`config.mk`:
```
export PLATFORM = sky130hd
export DESIGN_NAME = decryption_scheduler
export DESIGN_NICKNAME = d
export VERILOG_FILES = /design/src/rtl/decryption_scheduler.sv
export SDC_FILE = /design/constraint.sdc
export NUM_CORES = 1
export LEC_CHECK = 0
export ABC_AREA = 1
export CAP_MARGIN = 40
export CELL_PAD_IN_SITES_DETAIL_PLACEMENT = 0
export CELL_PAD_IN_SITES_GLOBAL_PLACEMENT = 2
export CORE_AREA = 4 4 403 405
export DETAILED_ROUTE_END_ITERATION = 8
export DIE_AREA = 0 0 407 409
export GPL_ROUTABILITY_DRIVEN = 0
export PLACE_DENSITY = 0.45
export SYNTH_ARGS = -nofsm -noshare
export SYNTH_HDL_FRONTEND = slang
export SYNTH_SLANG_ARGS = --single-unit
```
`constraint.sdc`:
```
create_clock -name clk -period 1.97 [get_ports clk]
set_input_delay 0.394 -clock clk [delete_from_list [all_inputs] [get_ports clk]]
set_output_delay 0.394 -clock clk [all_outputs]
set_load 0.1 [all_outputs]
```
`src/rtl/decryption_scheduler.sv`:
```
`default_nettype none
// ============================================================================
// Module      : decryption_scheduler
// Description : Round-robin arbiter that shares one AES-128 decryption core
//               between two requesters. Latches the granted operands, pulses
//               the core start, waits for done (with timeout) and returns the
//               plaintext or an error to the owning requester.
// Revision    : 1.0 - initial release
// ============================================================================
module decryption_scheduler #(
    parameter int TIMEOUT_CYCLES = 64
) (
    input  logic         clk,
    input  logic         reset_n,
    input  logic [1:0]   req_valid,
    output logic [1:0]   req_ready,
    input  logic [127:0] req_ciphertext0,
    input  logic [127:0] req_ciphertext1,
    input  logic [127:0] req_key0,
    input  logic [127:0] req_key1,
    output logic [1:0]   rsp_valid,
    input  logic [1:0]   rsp_ready,
    output logic [127:0] rsp_plaintext,
    output logic         rsp_error,
    output logic         core_start,
    output logic [127:0] core_ciphertext,
    output logic [127:0] core_key,
    input  logic [127:0] core_plaintext,
    input  logic         core_done,
    output logic         busy
);

    localparam logic [1:0] c_IDLE   = 2'd0;
    localparam logic [1:0] c_LAUNCH = 2'd1;
    localparam logic [1:0] c_WAIT   = 2'd2;
    localparam logic [1:0] c_RESP   = 2'd3;

    localparam int                c_CNT_W    = $clog2(TIMEOUT_CYCLES + 1);
    localparam logic [c_CNT_W-1:0] c_CNT_LAST = c_CNT_W'(TIMEOUT_CYCLES - 1);
    localparam logic [c_CNT_W-1:0] c_CNT_ONE  = c_CNT_W'(1);

    logic [1:0]         r_state;
    logic               r_last_grant;
    logic               r_owner;
    logic [c_CNT_W-1:0] r_cnt;
    logic [127:0]       r_ciphertext;
    logic [127:0]       r_key;
    logic [127:0]       r_plaintext;
    logic               r_error;
    logic               r_start;
    logic [1:0]         r_rsp_valid;
    logic               r_busy;

    logic               w_grant;
    logic               w_accept;

    // Arbitration: a lone requester wins outright; a tie goes to whoever
    // was not served last. Ready is offered only while idle.
    always_comb begin
        w_grant   = 1'b0;
        w_accept  = 1'b0;
        req_ready = 2'b00;
        if (req_valid == 2'b11) begin
            w_grant = ~r_last_grant;
        end else begin
            w_grant = ~req_valid[0];
        end
        w_accept = (r_state == c_IDLE) && (req_valid != 2'b00);
        if (w_accept) begin
            req_ready = w_grant ? 2'b10 : 2'b01;
        end
    end

    // Operation sequencer: accept, launch, wait for done or timeout, respond.
    always_ff @(posedge clk or negedge reset_n) begin
        if (!reset_n) begin
            r_state      <= c_IDLE;
            r_last_grant <= 1'b1;
            r_owner      <= 1'b0;
            r_cnt        <= '0;
            r_ciphertext <= '0;
            r_key        <= '0;
            r_plaintext  <= '0;
            r_error      <= 1'b0;
            r_start      <= 1'b0;
            r_rsp_valid  <= 2'b00;
            r_busy       <= 1'b0;
        end else begin
            r_start <= 1'b0;
            case (r_state)
                c_IDLE: begin
                    if (w_accept) begin
                        r_ciphertext <= w_grant ? req_ciphertext1 : req_ciphertext0;
                        r_key        <= w_grant ? req_key1 : req_key0;
                        r_owner      <= w_grant;
                        r_last_grant <= w_grant;
                        r_start      <= 1'b1;
                        r_busy       <= 1'b1;
                        r_state      <= c_LAUNCH;
                    end
                end
                c_LAUNCH: begin
                    r_cnt   <= '0;
                    r_state <= c_WAIT;
                end
                c_WAIT: begin
                    r_cnt <= r_cnt + c_CNT_ONE;
                    // done takes priority over a timeout landing in the same cycle
                    if (core_done) begin
                        r_plaintext <= core_plaintext;
                        r_error     <= 1'b0;
                        r_rsp_valid <= r_owner ? 2'b10 : 2'b01;
                        r_state     <= c_RESP;
                    end else if (r_cnt == c_CNT_LAST) begin
                        r_plaintext <= '0;
                        r_error     <= 1'b1;
                        r_rsp_valid <= r_owner ? 2'b10 : 2'b01;
                        r_state     <= c_RESP;
                    end
                end
                c_RESP: begin
                    if (rsp_ready[r_owner]) begin
                        r_rsp_valid <= 2'b00;
                        r_busy      <= 1'b0;
                        r_state     <= c_IDLE;
                    end
                end
                default: begin
                    r_state <= c_IDLE;
                end
            endcase
        end
    end

    assign rsp_valid       = r_rsp_valid;
    assign rsp_plaintext   = r_plaintext;
    assign rsp_error       = r_error;
    assign core_start      = r_start;
    assign core_ciphertext = r_ciphertext;
    assign core_key        = r_key;
    assign busy            = r_busy;

endmodule
`default_nettype wire

```
* After elaboration in Yosys (flattened, before gate mapping)
Index checks and enable logic that the tools add are counted. Widths: inputs -> output; s select.
Operators by class: bitwise logic cells 2, equality and inequality tests 8, add/sub/neg operators 1, magnitude comparators 1, muxes and demuxes 26, reductions and logical operators 12
Operators by type and width (number):
- $mux 128 | 4
- $mux 2 | 9
- $pmux 7 s2 | 1
- $reduce_bool 2->1 | 5
- $mux 1 | 9
- $reduce_and 3->1 | 3
- $pmux 2 s4 | 1
- $add 7x1->7 const B | 1
- $eq 7x6->1 const B | 1
- $eq 2x2->1 const B | 3
- $ne 2x2->1 const B | 2
- $pmux 2 s2 | 1
- $reduce_and 2->1 | 2
- $ne 3x3->1 const B | 1
- $eq 2x1->1 const B | 1
- $logic_not 2->1 | 1
- $lt 1x2->1 const B | 1
- $not 1->1 | 2
- $pmux 1 s2 | 1
- $logic_and 1x1->1 | 1
Storage, ports and cells: output and inout bits 391, word-level logic and storage cells 61, flip-flop bits (word level) 400, bits of input ports 647

* Longest topological paths before layout
depth in word-level cells 4, gate-level depth with buffers 10, mapped depth without buffers 8

* Worst setup path after synthesis
OpenSTA, ideal clock, no wires.
path kind register to output, from register r_state[0], to output req_ready[1], buffers on the path 1, arrival 1908 ps, stages on the path, launching flop included 8, required time 1576 ps, slack -332 ps, cell sequence dfrtp_1 inv_1 ha_1 o21ai_2 inv_2 nand2_2 inv_2 clkbuf_1
Between the ends: cells in the longest elaborated chain, start to end 3
Ends and longest elaborated chain:
- start, declared | RTL line 42 | logic [1:0] r_state;
- start signal, assigned | RTL line 77 | r_state <= c_IDLE;
- start signal, assigned | RTL line 99 | r_state <= c_LAUNCH;
- start signal, assigned | RTL line 104 | r_state <= c_WAIT;
- $logic_not 2->1 | RTL line 68 | w_accept = (r_state == c_IDLE) && (req_valid != 2'b00);
- $logic_and 1x1->1 | RTL line 68
- $mux 2 | RTL line 69 | if (w_accept) begin
- end, declared | RTL line 16 | output logic [1:0] req_ready,
No other way between the ends.

* Final worst setup path
from register r_state[0], to output req_ready[0]
The elaborated chain is that of the path after synthesis.

==> results.cfg <==
[final_layout]
final_area_mm2 = 0.0330
nFillCells = 17611
multi_input_area_mm2 = 0.00601
nNetsFinal = 3781
layout-drive-gt1-share_pct = 20.0
fin_util_pct = 20.9
area_growth_pct = 98.4
layout_commonest_cell = nand2_1
layout_common_cells = 1177 x nand2_1, 645 x clkdlybuf4s50_1, 398 x dfrtp_1, 373 x buf_4, 263 x nand3_1
seqCellArea_mm2 = 0.0100

[clock_network]
clk_latency_ns = 0.65
cts-buffers-inserted = 61
cts-root-buf = clkbuf_16
h-tree-depth = 2
cts_sinks = 400
cts_tree = done
clk_pin_slew_ns = 0.06
clock_path_buffers = 3

[die]
coreArea_mm2 = 0.158
design.die.area_mm2 = 0.166
rows = 146
ios = 1038
start_util_pct = 10.5
die_x_um = 407
dieHeight_um = 409

[timing]
post-route-min-period_ns = 2.14
final_hold_viol_count = 0
fmaxAchievable_mhz = 468
finalMaxSlewViolations = 0
tightest_slew_ns = 0.490
post-route-period-util_pct = 109
rsz0062_at_grt = true
worst_slack_ns = -0.169
final.setup.tns_ns = -0.324
maxSlewHeadroom_pct = 67.3
skew_ns = 0.0277
setup_viol = 2

[worst_setup_path]
r2r_slack_ns = 0.05
r2r_start = r_state[0]$_DFFE_PN0P_
crit_top_cell = buf_12
end_kind = output pin
worst-setup-path-type = reg -> out
path_buf_inv = 4
required_ns = 1.58
critical_path.top_delay_family = buffers and inverters
worstRegToRegCells = 12
critPathArrivalTime_ns = 1.74
slowest_delay_ns = 0.39
crit_path_top_delay_cell = dfrtp_1
crit_chain = inv_2, ha_4, inv_4, nor2_4, buf_12, buf_12
crit_fanout = 3
r2r_end = core_key[99]$_DFFE_PN0P_
cp-start-kind = register

[routing]
viasPerCell = 3.40
highest_layer = met5
drc = 0
drtPass1Iterations = 5
wl_met1_mm = 45.1
drtIter0Drc = 900
ant_nets = 0
routed_wl_mm = 117
wl_met3_mm = 11.0
num_vias = 17916
wire_per_inst_um = 22.2
route.met2.wl_mm = 58.3

[yosys]
syn_nets = 2664
ys.warnings.count = 0
synth-seq-cells = 400
ys_seq_area_share_pct = 60.1
synth_area_per_cell_um2 = 8.28
syn_inst = 2013
synth_area_mm2 = 0.0167
synth_cell_type_count = 21

[grt]
grt_pass1_wl_mm = 155
antenna_found_initial = 25
grt_max_degree = 55
grt_pass1_vias = 19206
grtUsageTotal_pct = 13.1
grt_overflow = 0

[placed_design]
hpwlAfterDp_mm = 91.7
pre_cts_ws_ns = -0.149
placed_area_mm2 = 0.0305
port_buffers = 1037

[status]
violations = negative setup slack
status = finished with violations

[job]
cap_violations = 0

[min_path]
hp-class = in -> async
-- timing repair --
item / CTS / global route
gates resized for setup: 12 / 12
hold buffers: 1 / 0
hold endpoints to repair: 15 / 0
endpoints found under the setup margin: 3 / 150
cloned: 0 / 13
setup buffers: 8 / 6
pin swaps: 3 / 3
-- worst register-to-register path: stages, from the launching register on --
cell       delay (ns)
dfrtp_1          0.39
inv_2            0.09
ha_4             0.17
o21ai_4          0.06
inv_2            0.08
nand2_4          0.07
inv_8            0.07
buf_4            0.17
buf_12           0.21
buf_16           0.19
clkbuf_16        0.25
nand2_1          0.06
nand3_1          0.06
-- final cells by class --
class | instances | area share (%)
Clock buffer | 104 | 5.86
Multi-Input combinational cell | 1480 | 18.2
Sequential cell | 400 | 30.3
Inverter | 19 | 0.254
Tap cell | 2072 | 7.84
Clock inverter | 10 | 0.220
Antenna cell | 12 | 0.0909
Timing Repair Buffer | 1168 | 37.3
-- how the worst max path moves through the flow --
stage	slack (ns)	cells after the start	end	startpoint
2_1_floorplan	0.17	7	req_ready[1]	r_state[0]$_DFFE_PN0P_
3_3_place_gp	-0.16	7	req_ready[1]	req_valid[1]
3_5_place_dp	-0.15	9	core_ciphertext[12]$_DFFE_PN0P_	req_valid[1]
4_1_cts	-0.28	6	req_ready[0]	r_last_grant$_DFFE_PN1P_
5_1_grt	-0.29	7	req_ready[1]	r_state[0]$_DFFE_PN0P_
6_report	-0.17	6	req_ready[0]	r_state[0]$_DFFE_PN0P_
-- flip-flops by register name, summed over array words and instances, names as in the netlist, 2 cells and up --
register	flops
core_ciphertext	128
core_key	128
r_cnt	7
r_state	2
rsp_plaintext	128
rsp_valid	2
-- per-layer routing --
layer  GRT usage [%]  vias up
met5               0        -
met4            3.38       14
met3            5.35      134
met2            23.0      679
met1            14.6     8519
li1                -     8570
-- metrics by stage --
step	std cells	hold WS [ns]
CTS	5235	0.194
finish	5265	0.273
floorplan	2013	0.0984
global route	5262	0.240
global placement	5113	0.349
detailed placement	5113	0.349
-- cells by family (layout without fill, tap and decap cells) --
kind of cell / after synthesis / in the layout / synth area share (%)
AOI/OAI and AO/OA: 14 / 14 / 0.443
adders and majority gates: 4 / 4 / 0.300
buffers and inverters: 133 / 1301 / 4.12
DFF: 400 / 400 / 60.1
other: 0 / 12 / 0
and+or+nand+nor: 1462 / 1462 / 35.1
-- cell usage after synthesis, drive strengths merged --
cell | instances | share of area (%)
dfstp | 1 | 0.16
nor3b | 1 | 0.045
a21oi | 6 | 0.18
o21ai | 8 | 0.26
nand3 | 263 | 7.9
nand4 | 3 | 0.11
ha | 4 | 0.30
nor2 | 12 | 0.29
buf | 88 | 3.1
clkbuf | 26 | 0.59
inv | 19 | 0.43
nor3 | 1 | 0.030
nand2 | 1182 | 27
dfrtp | 399 | 60
Power is not shown: default switching activity piles up to over one toggle a cycle in this logic, so the estimate is an artifact.
